**config.mk**
```make
export PLATFORM = sky130hd
export DESIGN_NAME = serial_divider
export DESIGN_NICKNAME = d
export VERILOG_FILES = /design/src/rtl/serial_divider.sv
export SDC_FILE = /design/constraint.sdc
export NUM_CORES = 1
export LEC_CHECK = 0
export CORE_MARGIN = 2
export CORE_UTILIZATION = 58
export CTS_CLUSTER_DIAMETER = 40
export CTS_CLUSTER_SIZE = 30
export DETAILED_ROUTE_END_ITERATION = 16
export PLACE_DENSITY = 0.79
export SLEW_MARGIN = 15
export SYNTH_ARGS = -nofsm -noshare
export SYNTH_HDL_FRONTEND = slang
export SYNTH_SLANG_ARGS = --single-unit
```
**constraint.sdc**
```tcl
create_clock -name clk -period 6.6 [get_ports clk]
set_clock_uncertainty 0.2 [all_clocks]
set_input_delay 1.32 -clock clk [delete_from_list [all_inputs] [get_ports clk]]
set_output_delay 1.32 -clock clk [all_outputs]
set_load 0.1 [all_outputs]
```
**src/rtl/serial_divider.sv**
```systemverilog
// Multi-cycle restoring divider for DIV/IDIV: one quotient bit per clock,
// with divide-error detection (zero divisor, quotient overflow).
module serial_divider #(
  parameter int DATA_WIDTH = 16
) (
  input  logic                      clk,
  input  logic                      reset,
  input  logic                      start,
  input  logic                      is_8_bit,
  input  logic                      is_signed,
  input  logic [2*DATA_WIDTH-1:0]   dividend,
  input  logic [DATA_WIDTH-1:0]     divisor,
  output logic [DATA_WIDTH-1:0]     quotient,
  output logic [DATA_WIDTH-1:0]     remainder,
  output logic                      busy,
  output logic                      complete,
  output logic                      error
);
  localparam int W = DATA_WIDTH;
  localparam int H = DATA_WIDTH / 2;
  localparam logic [2*W-1:0] ONE_L = 1;
  localparam logic [W-1:0]   ONE_S = 1;
  localparam logic [W-1:0]   LIM_8  = W'(2**(H-1) - 1);
  localparam logic [W-1:0]   LIM_16 = W'(2**(W-1) - 1);

  typedef enum logic [1:0] {IDLE, LOAD, ITER, FIXUP} state_t;

  function automatic logic [2*W-1:0] cneg_l(input logic [2*W-1:0] v, input logic n);
    cneg_l = n ? (~v + ONE_L) : v;
  endfunction

  function automatic logic [W-1:0] cneg_s(input logic [W-1:0] v, input logic n);
    cneg_s = n ? (~v + ONE_S) : v;
  endfunction

  state_t          state_q, state_d;
  logic [4:0]      cnt_q, cnt_d;
  logic [W-1:0]    qout_q, qout_d, rout_q, rout_d;
  logic            is8_q, is8_d, sgn_q, sgn_d, negq_q, negq_d, negr_q, negr_d;
  logic [2*W-1:0]  dvd_q, dvd_d;
  logic [W-1:0]    dvs_q, dvs_d, dmag_q, dmag_d, qsh_q, qsh_d;
  logic [W:0]      rem_q, rem_d;

  logic [2*W-1:0]  dvd_ext, mag_dvd;
  logic [W-1:0]    dvs_ext, mag_dvs_full, mag_dvs, hi_mag, lo_mag, lim, qn, rn, q_fix, r_fix;
  logic [W:0]      shifted, diff;
  logic            sd, ss, no_borrow, fix_err, load_err;
  logic [4:0]      last_cnt;

  // Magnitudes of the captured operands; 8-bit mode works in the low half.
  always_comb begin
    sd           = is8_q ? dvd_q[W-1] : dvd_q[2*W-1];
    ss           = is8_q ? dvs_q[H-1] : dvs_q[W-1];
    dvd_ext      = is8_q ? {{W{dvd_q[W-1]}}, dvd_q[W-1:0]} : dvd_q;
    mag_dvd      = cneg_l(dvd_ext, sgn_q & sd);
    dvs_ext      = is8_q ? {{H{dvs_q[H-1]}}, dvs_q[H-1:0]} : dvs_q;
    mag_dvs_full = cneg_s(dvs_ext, sgn_q & ss);
    mag_dvs      = is8_q ? {{H{1'b0}}, mag_dvs_full[H-1:0]} : mag_dvs_full;
    hi_mag       = is8_q ? {{H{1'b0}}, mag_dvd[W-1:H]} : mag_dvd[2*W-1:W];
    lo_mag       = is8_q ? {mag_dvd[H-1:0], {H{1'b0}}} : mag_dvd[W-1:0];
    load_err     = (mag_dvs == '0) || (hi_mag >= mag_dvs);
    shifted      = {rem_q[W-1:0], qsh_q[W-1]};
    diff         = shifted - {1'b0, dmag_q};
    no_borrow    = shifted >= {1'b0, dmag_q};
    last_cnt     = is8_q ? 5'(H - 1) : 5'(W - 1);
    lim          = is8_q ? LIM_8 : LIM_16;
    fix_err      = sgn_q && (qsh_q > lim);
    qn           = cneg_s(qsh_q, negq_q);
    rn           = cneg_s(rem_q[W-1:0], negr_q);
    q_fix        = is8_q ? {{H{1'b0}}, qn[H-1:0]} : qn;
    r_fix        = is8_q ? {{H{1'b0}}, rn[H-1:0]} : rn;
  end

  always_comb begin
    state_d  = state_q;
    cnt_d    = cnt_q;
    qout_d   = qout_q;
    rout_d   = rout_q;
    is8_d    = is8_q;
    sgn_d    = sgn_q;
    dvd_d    = dvd_q;
    dvs_d    = dvs_q;
    dmag_d   = dmag_q;
    negq_d   = negq_q;
    negr_d   = negr_q;
    rem_d    = rem_q;
    qsh_d    = qsh_q;
    complete = 1'b0;
    error    = 1'b0;
    unique case (state_q)
      IDLE: begin
        if (start) begin
          is8_d   = is_8_bit;
          sgn_d   = is_signed;
          dvd_d   = dividend;
          dvs_d   = divisor;
          state_d = LOAD;
        end
      end
      LOAD: begin
        dmag_d = mag_dvs;
        rem_d  = {1'b0, hi_mag};
        qsh_d  = lo_mag;
        cnt_d  = '0;
        negq_d = sgn_q & (sd ^ ss);
        negr_d = sgn_q & sd;
        if (load_err) begin
          complete = 1'b1;
          error    = 1'b1;
          state_d  = IDLE;
        end else begin
          state_d  = ITER;
        end
      end
      ITER: begin
        rem_d = no_borrow ? diff : shifted;
        qsh_d = {qsh_q[W-2:0], no_borrow};
        cnt_d = cnt_q + 5'd1;
        if (cnt_q == last_cnt) state_d = FIXUP;
      end
      FIXUP: begin
        complete = 1'b1;
        if (fix_err) begin
          error  = 1'b1;
        end else begin
          qout_d = q_fix;
          rout_d = r_fix;
        end
        state_d = IDLE;
      end
      default: state_d = IDLE;
    endcase
  end

  // Results are presented combinationally in the completion cycle, then held.
  assign quotient  = (state_q == FIXUP && !fix_err) ? q_fix : qout_q;
  assign remainder = (state_q == FIXUP && !fix_err) ? r_fix : rout_q;
  assign busy      = (state_q != IDLE);

  always_ff @(posedge clk) begin
    if (reset) begin
      state_q <= IDLE;
      cnt_q   <= '0;
      qout_q  <= '0;
      rout_q  <= '0;
    end else begin
      state_q <= state_d;
      cnt_q   <= cnt_d;
      qout_q  <= qout_d;
      rout_q  <= rout_d;
    end
  end

  always_ff @(posedge clk) begin
    is8_q  <= is8_d;
    sgn_q  <= sgn_d;
    dvd_q  <= dvd_d;
    dvs_q  <= dvs_d;
    dmag_q <= dmag_d;
    negq_q <= negq_d;
    negr_q <= negr_d;
    rem_q  <= rem_d;
    qsh_q  <= qsh_d;
  end
endmodule

```
==> results of run 1 <==
## layer usage
metal | global-route usage | wire [um] | up-vias
met5 | 0 | 0 | -
met2 | 0.416 | 9300 | 283
met1 | 0.346 | 9060 | 3294
met4 | 0.125 | 778 | 0
li1 | - | - | 3446
met3 | 0.0574 | 1330 | 54
## worst min path at each step
stage,startpoint,endpoint,slack (ns),cells after the start
floorplan,register,register,0.27,2
global placement,register,register,0.29,2
detailed placement,register,register,0.29,2
CTS,register,register,0.30,2
global route,register,register,0.35,2
finish,register,register,0.30,2
## Yosys cell counts, drive strengths merged (4+ instances only)
cell type,count
a21o,14
o21ai,68
nand2,80
o2111ai,4
nand3,11
or3,11
mux2,10
nor4b,5
a31oi,6
or2,8
or4,14
clkbuf,35
xor2,52
nor2,53
nor4,9
o21a,7
nand4,7
nand2b,9
and3,4
o31ai,34
mux2i,21
a21oi,28
ha,52
o31a,4
a211oi,8
nor3,20
a211o,6
edfxtp,100
nor2b,40
dfxtp,39
buf,6
xnor2,31
inv,51
o41ai,9
## registers in the layout, summed over array words and instances (netlist names), 5 cells and up, named ones only
register / count
qout_q: 16
rem_q: 16
cnt_q: 5
qsh_q: 16
dvd_q: 32
rout_q: 16
dmag_q: 16
dvs_q: 16
## cell type report
cell class | instances | area (um2) | share of cell area
Multi-Input combinational cell | 667 | 4650 | 0.452
Sequential cell | 139 | 3780 | 0.368
Timing Repair Buffer | 95 | 871 | 0.0847
Clock buffer | 18 | 429 | 0.0418
Tap cell | 184 | 230 | 0.0224
Inverter | 52 | 195 | 0.0190
Clock inverter | 14 | 119 | 0.0116
## layout by cell type (no fill, tap or decap), types with 9 or more instances in the layout
| cell | n |
|---|---|
| a21o_1 | 14 |
| a21oi_1 | 27 |
| buf_4 | 40 |
| clkbuf_16 | 17 |
| clkdlybuf4s50_1 | 53 |
| dfxtp_1 | 39 |
| edfxtp_1 | 100 |
| ha_1 | 51 |
| inv_1 | 51 |
| mux2_2 | 10 |
| mux2i_1 | 21 |
| nand2_1 | 80 |
| nand2b_1 | 9 |
| nand3_1 | 11 |
| nor2_1 | 53 |
| nor2b_1 | 40 |
| nor3_1 | 20 |
| o21ai_0 | 65 |
| o31ai_1 | 34 |
| o41ai_1 | 9 |
| or3_1 | 11 |
| or4_1 | 14 |
| xnor2_1 | 31 |
| xor2_1 | 52 |
## metrics by stage
step           power [mW]  area, um2  worst slack, ns  utilization
6_report             3.05      10300            0.534        0.702
3_3_place_gp         2.14       9730             1.06        0.664
2_1_floorplan        1.88       8770            0.270            -
5_1_grt              3.21      10300            0.190        0.702
3_5_place_dp         2.16       9730             1.02        0.664
4_1_cts              3.05      10300            0.551        0.702
## kinds of logic (layout without fill, tap and decap cells)
| group | after synthesis | after routing | share of synthesized area |
|---|---|---|---|
| mux | 31 | 31 | 0.0368 |
| compound gates | 217 | 217 | 0.165 |
| simple gates | 283 | 283 | 0.168 |
| flops | 139 | 139 | 0.431 |
| fa+ha+maj | 53 | 53 | 0.0765 |
| xor+xnor | 83 | 83 | 0.0829 |
| buf+inv | 93 | 179 | 0.0399 |
## worst max-delay path, cell delays in order (launching register included)
cell      delay, ns
edfxtp_1       0.44
buf_4          0.24
or4_1          0.58
o21a_1         0.23
or4b_4         0.51
o31ai_1        0.25
xor2_1         0.17
nor2_1         0.08
ha_1           0.33
a21o_1         0.18
a21o_1         0.16
a21oi_1        0.13
o21ai_0        0.10
a21o_1         0.20
a21oi_1        0.19
o21bai_1       0.13
buf_12         0.18
## power by group through the flow
| stage | clock [mW] | combinational, mW | sequential (mW) |
|---|---|---|---|
| after floorplan | 0 | 0.712 | 1.16 |
| after global placement | 0 | 0.920 | 1.22 |
| after detailed placement | 0 | 0.935 | 1.22 |
| after CTS | 0.904 | 0.943 | 1.20 |
| after global routing | 0.941 | 1.05 | 1.22 |
| final | 0.897 | 0.947 | 1.21 |
==> results.txt, run 1 <==
At the worst endpoint, the required time is 5.08 ns. The layout has 1154 filler cells. The clock network fraction of design power was 0.294; the via count was 7077. The tools report the sequential-to-total area share from yosys stat as 0.431. The number of gates given a new drive strength after cts came out at 0. The element type at the critical path end is an output port. The register share of total power was 0.396; the worst hold margin was 0.300 ns. The overall fraction of global-route tracks in use came out at 0.263.

The capturing element of the worst setup path was complete. For the initial standard-cell utilization of the core, the log shows 0.599. The floorplan step set the die height to 127 um. The worst min-delay path category is register to register.

The first global-routing pass estimated 33600 um of wire. The total setup violations reported at the end of the flow was 0; the via count normalized by instance count was 6.05. After clock tree synthesis, the flow added hold-fix buffers numbering 0.

For the number of nets with antenna violations after detailed routing, the log shows 0. Along the worst path, the maximum fanout reaches 21. For the number of antenna violations at the first check in global routing, the log shows 0.

The number of warnings printed during yosys synthesis came out at 0. For this block, the initial DRC count from the detailed router was 522. The number of nets handed over by synthesis was 1005. The proportion of synthesized flip-flops having asynchronous set or reset was 0; the number of DRC violations after detailed routing was 0. The clock tree root driver cell is clkbuf_16. The half-perimeter wire length after placement came out at 15100 um. Setup repair after global routing left no endpoint under its margin.

Synthesis inferred 139 register bits. The internal portion of the total power is 1.98 mW. The worst slew margin relative to its limit is 0.296, and the number of buffers inserted by port buffering is 87. The clock edge transition at the registers on the reported setup and hold paths was 0.06 ns; the number of global-route vias before repair was 6814. The number of pins with negative max-slew slack in the final report came out at 0.

The final critical path time including I/O delays and setup came out at 6.07 ns. The switching power summed over all nets was 1.07 mW. For the clock latency on the worst-skew pair, the log shows 0.43 ns.

Detailed-routing iteration count for the pre-antenna-repair pass: 5. The worst setup path is launched from a register. The combinational fraction of design power is 0.310, and the share of the cycle needed by the critical path after routing is 0.919. The run gives 2 as the largest buffer count on any clock path.

Summed over all cells, the static leakage comes to 3.96 nW. After floorplanning, the core was divided into 44 placement rows. The average cell area after synthesis works out to 9.75 um2. The die is 127 um wide.

Pin placement for this block handled 88 I/O pins. The pin slew with the least headroom to its limit came out at 1.06 ns. The cell type with the largest total area after synthesis was edfxtp_1. For the setup total negative slack, the log shows 0 ns. The number of max-cap violations is 0.

Yosys mapped a number of flops with a built-in enable equal to 100. For the count of inserted antenna diode cells, the log shows 0. The number of sinks driven by the clock tree is 139, and the worst reg-to-reg path cell count is 15. The region available for standard cell placement spans 14600 um2.

The synthesized netlist occupies a cell area of 8770 um2. The H-tree was split into 4 levels. The run gives 1137 as the placed instance count. For the count of distinct cell types in the synthesized netlist, the log shows 64. The count of cells in the finished layout, fillers not included, comes to 1169. From synthesis to final layout, the design area changed by 17.2%. For this run, the top clock speed supported by timing is 165 MHz. In the final routed layout, each cell accounts on average for 17.5 um. The minimum setup slack among reg-to-reg paths is 2.20 ns, and the switching part of the total power is 0.352. The setup path with the least slack is of type register to output port. By area the synthesized netlist is led by edfxtp_1 (34%), dfxtp_1 (8.9%), ha_1 (7.4%), xor2_1 (5.2%), o21ai_0 (3.7%).

Across the VDD grid, the largest voltage drop is 0.219 mV. In the final design database the tool counted 1078 nets. The area share of the leading cell type in the synthesized netlist came out at 0.342. The number of setup buffers added after CTS is 0. Number of standard cells after synthesis: 899.

The aggregate routed wire length is 20500 um. The power per standard cell area is 297 nW/um2. TritonCTS built the clock tree. For the hold violation total from the final report, the log shows 0. The most critical setup path has its startpoint at is8_q. The largest net degree at the start of global routing came out at 65.

The run finished with clean final reports. The share of cells above drive strength 1 came out at 0.0985. The tools report the startpoint of the worst-slack reg-to-reg timing path as is8_q. The logs give 0.961 for the final RePlAce weighted congestion and 17 for the number of buffers inserted during clock tree synthesis. The die covers 16100 um2. At the worst endpoint, the arrival time is 4.55 ns. The dominant synthesized flop cell is edfxtp_1.

After global routing the overflow that remains totals 0.
Power figures use the tool's default switching activity.
==> run 2: changes to the inputs <==
--- a/config.mk
+++ b/config.mk
@@ -5,12 +5,13 @@
 export SDC_FILE = /design/constraint.sdc
 export NUM_CORES = 1
 export LEC_CHECK = 0
+export CAP_MARGIN = 20
 export CORE_MARGIN = 2
-export CORE_UTILIZATION = 58
+export CORE_UTILIZATION = 50
 export CTS_CLUSTER_DIAMETER = 40
 export CTS_CLUSTER_SIZE = 30
 export DETAILED_ROUTE_END_ITERATION = 16
-export PLACE_DENSITY = 0.79
+export PLACE_DENSITY = 0.69
 export SLEW_MARGIN = 15
 export SYNTH_ARGS = -nofsm -noshare
 export SYNTH_HDL_FRONTEND = slang
==> results.txt, run 2 (synthesized netlist as in run 1, its figures left out) <==
The largest register by flop count was dvd_q (unchanged). The number of flip-flops in the largest register came out at 32 (unchanged). The logs give 0.229 (was 0.263) for the overall fraction of global-route tracks in use and 0.194 mV (was 0.219 mV) for the largest vdd supply drop. The worst min-delay path category is register to register (unchanged). The tools report the count of H-tree levels built during CTS as 4 (unchanged).

The least setup slack across all paths after layout was 0.579 ns (was 0.534 ns). The largest buffer count on any clock path was 2 (unchanged); the overall power consumption was 3.02 mW (was 3.05 mW). The number of DRC violations after detailed routing was 0 (unchanged). The x dimension of the die was 136 um (was 127 um). The via count normalized by instance count was 5.66 (was 6.05).

The clock edge transition at the registers on the reported setup and hold paths is 0.06 ns (about the same), and the detailed-routing iteration count for the pre-antenna-repair pass is 5 (unchanged). The tools report the total setup violations reported at the end of the flow as 0 (unchanged). The power per standard cell area came out at 292 nW/um2 (was 297 nW/um2).

Worst path cell trace: buf_4 > nand2b_1 > nand2_1 > nand2_1 > clkinv_1 > o31ai_1 > xnor2_1 > mux2i_1 > ha_1 > nand2b_1 > a21o_1 > a211oi_1 > o21ai_0 > a21o_1 > a21oi_1 > o21bai_1 > buf_12 (was buf_4 > or4_1 > o21a_1 > or4b_4 > o31ai_1 > xor2_1 > nor2_1 > ha_1 > a21o_1 > a21o_1 > a21oi_1 > o21ai_0 > a21o_1 > a21oi_1 > o21bai_1 > buf_12). The required time at the worst-slack endpoint was 5.08 ns (about the same). The number of global-route vias before repair is 6355 (was 6814). Number of buffers and inverters on the critical path: 3 (was 2). The element type at the critical path end is an output port (unchanged). The depth of the worst hold-timing path is 2 (unchanged).

The area of the die is 18600 um2 (was 16100 um2), and the aggregate routed wire length is 20500 um (about the same). The wire length of the first global-routing pass is 32800 um (was 33600 um), and the number of max-cap violations is 0 (unchanged). The number of DRC violations after detailed-routing iteration 0 is 439 (was 522), and the highest clock frequency the design can meet is 166 MHz (was 165 MHz). For the setup total negative slack, the log shows 0 ns (unchanged). For the count of inserted antenna diode cells, the log shows 0 (unchanged). The run gives 0 (unchanged) as the number of pins with negative max-slew slack in the final report.

The worst reg-to-reg path cell count was 16 (was 15); the overall overflow remaining after global route was 0 (unchanged). The via count came out at 6855 (was 7077). Number of buffers added to fix hold violations after cts: 0 (unchanged). The tools report the startpoint class of the critical path as a register (unchanged).

The minimum setup slack among reg-to-reg paths was 2.28 ns (was 2.20 ns). The total leakage power was 3.96 nW (about the same); the half-perimeter wire length after placement was 15300 um (was 15100 um). Most used cells in the layout excluding fill and tap cells: edfxtp_1 (100), nand2_1 (80), o21ai_0 (65) (unchanged). Detailed-route wire length per cell: 17.0 um (was 17.5 um). The tools report the clock tree root driver cell as clkbuf_16 (unchanged).

The met3 usage in global routing was 0.0485 (was 0.0574); the die outline height was 136 um (was 127 um). The most crowded layer after global routing is met2 (unchanged). The final critical path time including I/O delays and setup was 6.02 ns (was 6.07 ns).

The logs give 1079 (was 1078) for the final-stage net count and 1178 (was 1137) for the placed instance count. TritonCTS built the clock tree. The pin slew with the least headroom to its limit is 0.964 ns (was 1.06 ns), and the largest fanout on the critical path is 39 (was 21). The longest individual stage delay on the worst path is 0.49 ns (was 0.58 ns). The share of cells above drive strength 1 is 0.0984 (was 0.0985). The logs give 0.348 (was 0.416) for the met2 track demand over resource and 48 (was 44) for the number of cell rows. Setup repair after global routing left no endpoint under its margin. The largest net degree at the start of global routing was 51 (was 65). Number of nets with antenna violations after detailed routing: 0 (unchanged). The number of antenna violations at the first check in global routing was 0 (unchanged).

The final RePlAce weighted congestion is 0.922 (was 0.961), and the register area is 3780 um2 (unchanged). The startpoint of the worst-slack reg-to-reg timing path is is8_q (unchanged). Number of gates given a new drive strength after cts: 0 (unchanged). The initial standard-cell utilization of the core is 0.509 (was 0.599). The tools report the core box area as 17200 um2 (was 14600 um2). The category of cells accounting for the largest share of critical-path delay was compound AO/OA/AOI/OAI gates (unchanged). The final cell count without fillers is 1211 (was 1169), and the area added between synthesis and finish is 17.9% (was 17.2%). The number of top-level pins is 88 (unchanged). The critical setup path kind is register to output port (unchanged). The logs give 0.321 (was 0.346) for the met1 routing resource usage after global routing and 0.356 (was 0.296) for the worst slew margin relative to its limit. Number of sinks driven by the clock tree: 139 (unchanged). The flow ran to the end, and the final reports show no timing, DRC or antenna violations. Most common library cell in the layout ignoring fill and taps: edfxtp_1 (unchanged). The number of buffers inserted by port buffering was 87 (unchanged).

The worst setup slack before clock tree synthesis was 1.05 ns (was 1.02 ns). The logs give 0.43 ns (about the same) for the clock latency on the worst-skew pair and 1480 (was 1154) for the number of filler instances in the final layout. The tools report the area of combinational cells with multiple inputs as 4650 um2 (about the same).

The tools report the number of buffers inserted to repair setup after CTS as 0 (unchanged). The hold violation total from the final report came out at 0 (unchanged). Cell at the slowest stage of the critical path: clkinv_1 (was or4_1). Share of the cycle needed by the critical path after routing: 0.912 (was 0.919). The number of buffers inserted during clock tree synthesis came out at 17 (unchanged).

The run gives 4.50 ns (was 4.55 ns) as the data arrival time at the worst-slack endpoint.
run 2: cell count changes in the layout (fill, tap and decap cells not counted):
cell	delta
buf_12	+1
clkinv_2	+2
clkinv_1	-1
clkbuf_1	+1
ha_2	-1
ha_1	+1
clkinvlp_4	+3
clkinv_4	-1
inv_6	-4
run 2: power breakdown:
| part | switching [mW] | internal [mW] | leakage, nW |
|---|---|---|---|
| Combinational | 0.561 | 0.385 | 2.44 |
| Sequential | 0.124 | 1.08 | 1.27 |
| Clock | 0.365 | 0.511 | 0.250 |
| Total | 1.05 | 1.97 | 3.96 |
run 2: worst reg2reg max path: stages, from the launching register on:
cell and delay, ns:
edfxtp_1 0.34, buf_4 0.32, nand2b_1 0.20, nand2_1 0.06
nand2_1 0.20, clkinv_1 0.49, o31ai_1 0.24, xnor2_1 0.13
mux2i_1 0.35, ha_1 0.32, nand2b_1 0.15, a21o_1 0.19
a211oi_1 0.23, o21ai_0 0.13, a21o_1 0.22, a2111o_1 0.38
a21oi_1 0.12
run 2: layer usage:
| metal | wire length, um | part of all wire |
|---|---|---|
| met5 | 0 | 0 |
| met4 | 553 | 0.027 |
| met3 | 1050 | 0.051 |
| met2 | 9070 | 0.44 |
| met1 | 9860 | 0.48 |
run 2: area by class of cell:
type / count / share of cell area
clock inverters: 13 / 0.0100
flip-flops and latches: 139 / 0.366
clock buffers: 19 / 0.0419
repair buffers: 96 / 0.0862
inverters: 52 / 0.0189
multi-input cells: 667 / 0.450
well taps: 225 / 0.0272
run 2: worst max-delay path by stage:
| stage | start | cells past startpoint | to |
|---|---|---|---|
| final | is8_q | 17 | complete |
| after detailed placement | is8_q | 17 | complete |
| after CTS | is8_q | 17 | complete |
| after global routing | is8_q | 17 | complete |
| after global placement | is8_q | 16 | error |
| after floorplan | is8_q | 12 | complete |
run 2: stage by stage:
step                      utilization  hold slack (ns)  cell area, um2
final                           0.600            0.302           10300
after global routing            0.600            0.339           10300
after CTS                       0.599            0.311           10300
after detailed placement        0.567            0.299            9780
after global placement          0.567            0.295            9780
after floorplan                     -            0.269            8770
==> run 3: changes to the inputs <==
--- a/config.mk
+++ b/config.mk
@@ -11,7 +11,9 @@
 export CTS_CLUSTER_DIAMETER = 40
 export CTS_CLUSTER_SIZE = 30
 export DETAILED_ROUTE_END_ITERATION = 16
+export GPL_TIMING_DRIVEN = 1
 export PLACE_DENSITY = 0.69
+export SKIP_CTS_REPAIR_TIMING = 1
 export SLEW_MARGIN = 15
 export SYNTH_ARGS = -nofsm -noshare
 export SYNTH_HDL_FRONTEND = slang
==> results of run 3 <==
The final DEF is identical to that of run 2; final timing and power are the same.
